## src/rtl/vga_timing_if.sv

```systemverilog
// Raster-scan output bundle: pixel coordinates, video/sync flags and frame strobes.
interface vga_timing_if;
   logic [9:0] x;
   logic [9:0] y;
   logic       active;
   logic       hsync;
   logic       vsync;
   logic       line_start;
   logic       frame_start;
   logic [7:0] frame_count;

   modport master (
      output x, y, active, hsync, vsync, line_start, frame_start, frame_count
   );

   modport slave (
      input x, y, active, hsync, vsync, line_start, frame_start, frame_count
   );
endinterface

```

## src/rtl/vga_timing_gen.sv

```systemverilog
// VGA raster timing generator; all outputs registered from the next-state counters.
// Optional macro VGA_TIMING_CE_EN adds a clock-enable input ce after rst.
module vga_timing_gen #(
   parameter int H_ACTIVE         = 640,
   parameter int H_FP             = 16,
   parameter int H_SYNC           = 96,
   parameter int H_BP             = 48,
   parameter int V_ACTIVE         = 480,
   parameter int V_FP             = 10,
   parameter int V_SYNC           = 2,
   parameter int V_BP             = 33,
   parameter bit SYNC_ACTIVE_HIGH = 1'b0
) (
   input  logic          clk,
   input  logic          rst,
`ifdef VGA_TIMING_CE_EN
   input  logic          ce,
`endif
   vga_timing_if.master  vid
);

   localparam int H_TOTAL = H_ACTIVE + H_FP + H_SYNC + H_BP;
   localparam int V_TOTAL = V_ACTIVE + V_FP + V_SYNC + V_BP;

   if (H_TOTAL > 1024 || V_TOTAL > 1024) begin : g_bad_totals
      $error("vga_timing_gen: H_TOTAL and V_TOTAL must not exceed 1024");
   end

   localparam logic [9:0]  H_LAST   = 10'(H_TOTAL - 1);
   localparam logic [9:0]  V_LAST   = 10'(V_TOTAL - 1);
   // Range bounds kept 11 bits wide so an end bound of 1024 stays representable.
   localparam logic [10:0] H_ACT_E  = 11'(H_ACTIVE);
   localparam logic [10:0] V_ACT_E  = 11'(V_ACTIVE);
   localparam logic [10:0] HS_BEG   = 11'(H_ACTIVE + H_FP);
   localparam logic [10:0] HS_END   = 11'(H_ACTIVE + H_FP + H_SYNC);
   localparam logic [10:0] VS_BEG   = 11'(V_ACTIVE + V_FP);
   localparam logic [10:0] VS_END   = 11'(V_ACTIVE + V_FP + V_SYNC);
   localparam logic        SYNC_ON  = SYNC_ACTIVE_HIGH ? 1'b1 : 1'b0;
   localparam logic        SYNC_OFF = ~SYNC_ON;

   logic       adv_s;
   logic [9:0] x_nxt_s;
   logic [9:0] y_nxt_s;
   logic       active_nxt_s;
   logic       hsync_nxt_s;
   logic       vsync_nxt_s;
   logic       line_start_nxt_s;
   logic       frame_start_nxt_s;

   logic [9:0] x_r;
   logic [9:0] y_r;
   logic       active_r;
   logic       hsync_r;
   logic       vsync_r;
   logic       line_start_r;
   logic       frame_start_r;
   logic [7:0] frame_count_r;

`ifdef VGA_TIMING_CE_EN
   assign adv_s = ce;
`else
   assign adv_s = 1'b1;
`endif

   // Next raster position: x wraps at end of line, y steps on each x wrap.
   always_comb begin
      x_nxt_s = x_r;
      y_nxt_s = y_r;
      if (x_r == H_LAST) begin
         x_nxt_s = 10'd0;
         if (y_r == V_LAST) begin
            y_nxt_s = 10'd0;
         end else begin
            y_nxt_s = y_r + 10'd1;
         end
      end else begin
         x_nxt_s = x_r + 10'd1;
      end
   end

   // Flags decoded from the next position so they align with the registered x/y.
   always_comb begin
      active_nxt_s      = ({1'b0, x_nxt_s} < H_ACT_E) && ({1'b0, y_nxt_s} < V_ACT_E);
      hsync_nxt_s       = SYNC_OFF;
      vsync_nxt_s       = SYNC_OFF;
      line_start_nxt_s  = (x_nxt_s == 10'd0);
      frame_start_nxt_s = (x_nxt_s == 10'd0) && (y_nxt_s == 10'd0);
      if (({1'b0, x_nxt_s} >= HS_BEG) && ({1'b0, x_nxt_s} < HS_END)) begin
         hsync_nxt_s = SYNC_ON;
      end else begin
         hsync_nxt_s = SYNC_OFF;
      end
      if (({1'b0, y_nxt_s} >= VS_BEG) && ({1'b0, y_nxt_s} < VS_END)) begin
         vsync_nxt_s = SYNC_ON;
      end else begin
         vsync_nxt_s = SYNC_OFF;
      end
   end

   // State and output registers; everything holds on non-advancing clocks.
   always_ff @(posedge clk or posedge rst) begin
      if (rst) begin
         x_r           <= H_LAST;
         y_r           <= V_LAST;
         active_r      <= 1'b0;
         hsync_r       <= SYNC_OFF;
         vsync_r       <= SYNC_OFF;
         line_start_r  <= 1'b0;
         frame_start_r <= 1'b0;
         frame_count_r <= 8'hFF;
      end else if (adv_s) begin
         x_r           <= x_nxt_s;
         y_r           <= y_nxt_s;
         active_r      <= active_nxt_s;
         hsync_r       <= hsync_nxt_s;
         vsync_r       <= vsync_nxt_s;
         line_start_r  <= line_start_nxt_s;
         frame_start_r <= frame_start_nxt_s;
         if (frame_start_nxt_s) begin
            frame_count_r <= frame_count_r + 8'd1;
         end
      end
   end

   assign vid.x           = x_r;
   assign vid.y           = y_r;
   assign vid.active      = active_r;
   assign vid.hsync       = hsync_r;
   assign vid.vsync       = vsync_r;
   assign vid.line_start  = line_start_r;
   assign vid.frame_start = frame_start_r;
   assign vid.frame_count = frame_count_r;

endmodule

```

## src/flat_wrapper.sv

```systemverilog
// flat-port wrapper written by rule: the top's interface ports become plain ports
module vga_timing_gen_flat 
#(
   parameter int H_ACTIVE         = 640,
   parameter int H_FP             = 16,
   parameter int H_SYNC           = 96,
   parameter int H_BP             = 48,
   parameter int V_ACTIVE         = 480,
   parameter int V_FP             = 10,
   parameter int V_SYNC           = 2,
   parameter int V_BP             = 33,
   parameter bit SYNC_ACTIVE_HIGH = 1'b0
)
  (clk, rst, vid_x, vid_y, vid_active, vid_hsync, vid_vsync, vid_line_start, vid_frame_start, vid_frame_count);
  vga_timing_if vid_i ();
  input  logic clk;
  input  logic rst;
  output wire logic [$bits(vid_i.x)-1:0] vid_x;
  output wire logic [$bits(vid_i.y)-1:0] vid_y;
  output wire logic [$bits(vid_i.active)-1:0] vid_active;
  output wire logic [$bits(vid_i.hsync)-1:0] vid_hsync;
  output wire logic [$bits(vid_i.vsync)-1:0] vid_vsync;
  output wire logic [$bits(vid_i.line_start)-1:0] vid_line_start;
  output wire logic [$bits(vid_i.frame_start)-1:0] vid_frame_start;
  output wire logic [$bits(vid_i.frame_count)-1:0] vid_frame_count;
  assign vid_x = vid_i.x;
  assign vid_y = vid_i.y;
  assign vid_active = vid_i.active;
  assign vid_hsync = vid_i.hsync;
  assign vid_vsync = vid_i.vsync;
  assign vid_line_start = vid_i.line_start;
  assign vid_frame_start = vid_i.frame_start;
  assign vid_frame_count = vid_i.frame_count;
  vga_timing_gen #(.H_ACTIVE(H_ACTIVE), .H_FP(H_FP), .H_SYNC(H_SYNC), .H_BP(H_BP), .V_ACTIVE(V_ACTIVE), .V_FP(V_FP), .V_SYNC(V_SYNC), .V_BP(V_BP), .SYNC_ACTIVE_HIGH(SYNC_ACTIVE_HIGH)) u_core (.clk(clk), .rst(rst), .vid(vid_i));
endmodule
```

## config.mk

```make
export PLATFORM = sky130hd
export DESIGN_NAME = vga_timing_gen_flat
export DESIGN_NICKNAME = d
export VERILOG_FILES = /design/src/rtl/vga_timing_if.sv /design/src/rtl/vga_timing_gen.sv /design/src/flat_wrapper.sv
export SDC_FILE = /design/constraint.sdc
export NUM_CORES = 1
export LEC_CHECK = 0
export CAP_MARGIN = 40
export CORE_ASPECT_RATIO = 0.8
export CORE_MARGIN = 2
export CORE_UTILIZATION = 50
export DETAILED_ROUTE_END_ITERATION = 7
export GPL_TIMING_DRIVEN = 1
export PLACE_DENSITY = 0.77
export SKIP_CTS_REPAIR_TIMING = 1
export SLEW_MARGIN = 20
export SYNTH_ARGS = -nofsm -noshare
export SYNTH_HDL_FRONTEND = slang
export SYNTH_SLANG_ARGS = --single-unit
```

## constraint.sdc

```tcl
create_clock -name clk -period 3.6 [get_ports clk]
set_input_delay 0.54 -clock clk [delete_from_list [all_inputs] [get_ports clk]]
set_output_delay 0.54 -clock clk [all_outputs]
set_load 0.03 [all_outputs]
```

==> impl_results.md <==
- Max_cap viols: 0
- CP Cell Sequence: ha_1 -> nand3_1 -> or4_4 -> o21a_1 -> o31ai_1 -> nand4_4 -> nor2_1 -> mux2_2
- Synth warn: 0
- Vias per cell: 5.94
- Vias: 1617
- Total Wirelength: 4.46 mm
- Starting DRT DRC Count: roughly 220
- Worst Max-Slew Pin Slew: 0.597 ns
- Htree depth: 2
- Tcrit/Tclk final: 0.909
- Seq/Total Area, Yosys: 0.451
- Worst skew pair latency: between 0.2 and 0.3 ns
- Hold WC Path Type: flop to flop
- Commonest cells after routing, fill and taps aside: clkdlybuf4s50_1, dfstp_2, nor2_1
- # setup viols final: 0
- Worst IR Drop VDD: 0.000243 V
- Vias in the first global route: approximately 1500
- Final ANT Viol Nets: 0
- Num CTS Buffers: 5
- Slowest stage delay, CP: 0.63 ns
- Final design utilization: 0.672
- Share of layout cells above drive strength 1: 0.191
- Input/output buffers: 34
- Sequential power share: 0.572
- Mean Syn Cell Area: ~9.9 sq um
- Status: finished clean
- Pre-antenna DRT Iters: 5
- Ports: 35
- Core area: between 3000 and 4000 sq um
- Gp weighted congestion: 0.897
- Total die area: roughly 4300 sq um
- Worst Clk Skew: approximately 0.0055 ns
- Reg clk slew, reported paths: about 0.060 ns
- Crit path max fanout: 9
- Rows: 19
- Setup crit end kind: flop
- Async set or reset register ratio after synthesis: 1.00
- CTS tree: done
- Post-Syn Area: 1890 sq um
- Area delta synth->final: 25.3%
- Pins over their slew limit: 0
- Critical Path Start Type: flop
- Kind of critical path: flop to flop
- Largest net degree at the start of global routing: 14
- Total track usage: 0.234
- Number of instances in the placed design: around 260
- Hold Slack: roughly 0.52 ns
- Final Hold Fails: 0
- Initial core utilization: 0.536
- Max-slew headroom: 0.598
- Slowest CP cell: or4_4
- Number of synthesized flops with an enable pin: 0
- Die height: between 50 and 60 um
- Hpwl dp: approximately 3.3 mm
- First-pass GRT wire length: 7.49 mm
- Sw Pwr: ~140 uW
- Routed WL per cell: between 15 and 20 um
- N_diodes: 0
- RSZ-0062 raised after global routing: no
- Arr. time, crit path: approximately 3.5 ns
- Clk sinks: 33
- Initial antenna violation count: 0
- Post-Synthesis Cells: approximately 190
- Sw Ratio: 0.217
- Power Density: between 200 and 300 nW/um^2
- Internal power: between 500 and 600 uW
- DRC: 0
- Min Tclk post-route: approximately 3.3 ns
- Leakage: 0.917 nW
- Main synth FF type: dfstp_2
- Distinct cells, synth: 46
- Setup TNS: 0 ns
- Clock tree buffer depth: 2
- Syn nets: 197
- Comb pwr share: 0.018
- Clock power share: 0.410
- Clk root buf: clkbuf_8
- CP Data Required Time: around 3.8 ns
- Non-Filler Instances: ~270
- Synthesized flop and latch total: 33
- Die span in x: between 70 and 80 um
- Achievable frequency: between 300 and 400 MHz
- Total grt overflow: 0
- Most common cell after layout, fill and taps aside: clkdlybuf4s50_1
- Nets@finish: 235
stage by stage:
stage                     worst slack (ns)  total power, mW  area (sq um)
final                                0.327            0.651          2360
after global placement               0.493            0.388          2270
after floorplan                      0.505            0.383          1890
after detailed placement             0.384            0.390          2280
after global routing                 0.226            0.676          2360
after CTS                            0.378            0.656          2360
flip-flops by register name, summed over array words and instances (netlist names):
signal and flops:
u_core.vid.x 10, u_core.vid.y 10, u_core.vid.frame_count 8, u_core.vid.active 1, u_core.vid.frame_start 1, u_core.vid.hsync 1
u_core.vid.line_start 1, u_core.vid.vsync 1
power by group through the flow:
stage | clock network (mW) | logic (mW) | registers [mW]
floorplan | 0 | 0.00528 | 0.378
global placement | 0 | 0.0101 | 0.378
detailed placement | 0 | 0.0125 | 0.378
CTS | 0.272 | 0.0125 | 0.372
global route | 0.291 | 0.0137 | 0.372
finish | 0.267 | 0.0119 | 0.372
metal layers:
metal  GRT usage  part of all wire
met2       0.340              0.45
met1       0.345              0.47
met5           0                 0
met4      0.0873             0.017
met3      0.0479             0.070
cell type report:
| cell class | count | area [sq um] |
|---|---|---|
| inverter | 14 | 52.6 |
| sequential | 33 | 851 |
| multi-input combinational | 137 | 948 |
| fill | 282 | 1150 |
| clock inverter | 2 | 10.0 |
| clock buffer | 6 | 72.6 |
| timing repair buffer | 38 | 378 |
| tap | 42 | 52.6 |
kinds of logic after synthesis:
| logic type | after synthesis | share of synthesized area |
|---|---|---|
| multiplexers | 1 | 0.00597 |
| adder cells (fa/ha/maj) | 4 | 0.0265 |
| buffers and inverters | 21 | 0.0464 |
| AO/OA/AOI/OAI | 28 | 0.0968 |
| AND/OR/NAND/NOR | 85 | 0.285 |
| XOR/XNOR | 19 | 0.0882 |
| flip-flops | 33 | 0.451 |
worst paths after layout:
check                                                from  depth (start not counted)  slack, ns                        end
worst min register to register  u_core.vid.frame_count[5]                          2       0.52  u_core.vid.frame_count[5]
min in group asynchronous                             rst                          2       0.59     u_core.vid.frame_start
max in group asynchronous                             rst                          4       2.30            u_core.vid.x[0]
worst max register to register            u_core.vid.x[0]                          8       0.33  u_core.vid.frame_count[1]
worst max-delay path                      u_core.vid.x[0]                          8       0.33  u_core.vid.frame_count[1]
worst min-delay path            u_core.vid.frame_count[5]                          2       0.52  u_core.vid.frame_count[5]
worst max-delay path: cells and delay by family (launching register included):
kind	cells	cell delay, ns
muxes	1	0.36
adders and majority gates	1	0.24
and+or+nand+nor	4	1.34
DFF	1	0.58
AOI/OAI and AO/OA	2	0.68
cells in the mapped netlist (2+ instances only):
library cell,number,area (sq um)
dfstp_2,20,526
nor2_1,15,56.3
inv_1,14,52.6
nand3_1,14,70.1
dfrtp_1,13,325
nand2_1,11,41.3
xor2_1,11,96.3
o21ai_0,9,45.0
nor3_1,8,40.0
xnor2_1,8,70.1
nand4_1,7,43.8
a21oi_1,5,25.0
clkbuf_1,4,15.0
ha_1,4,50.1
nand2b_1,4,25.0
nor4b_1,3,26.3
or3_1,3,18.8
or4_1,3,22.5
a31oi_1,2,12.5
nand4b_1,2,17.5
nor4_1,2,12.5
nor4_2,2,25.0
o211ai_1,2,15.0
o31ai_1,2,15.0
or4_4,2,22.5
(Power assumes the default switching activity.)
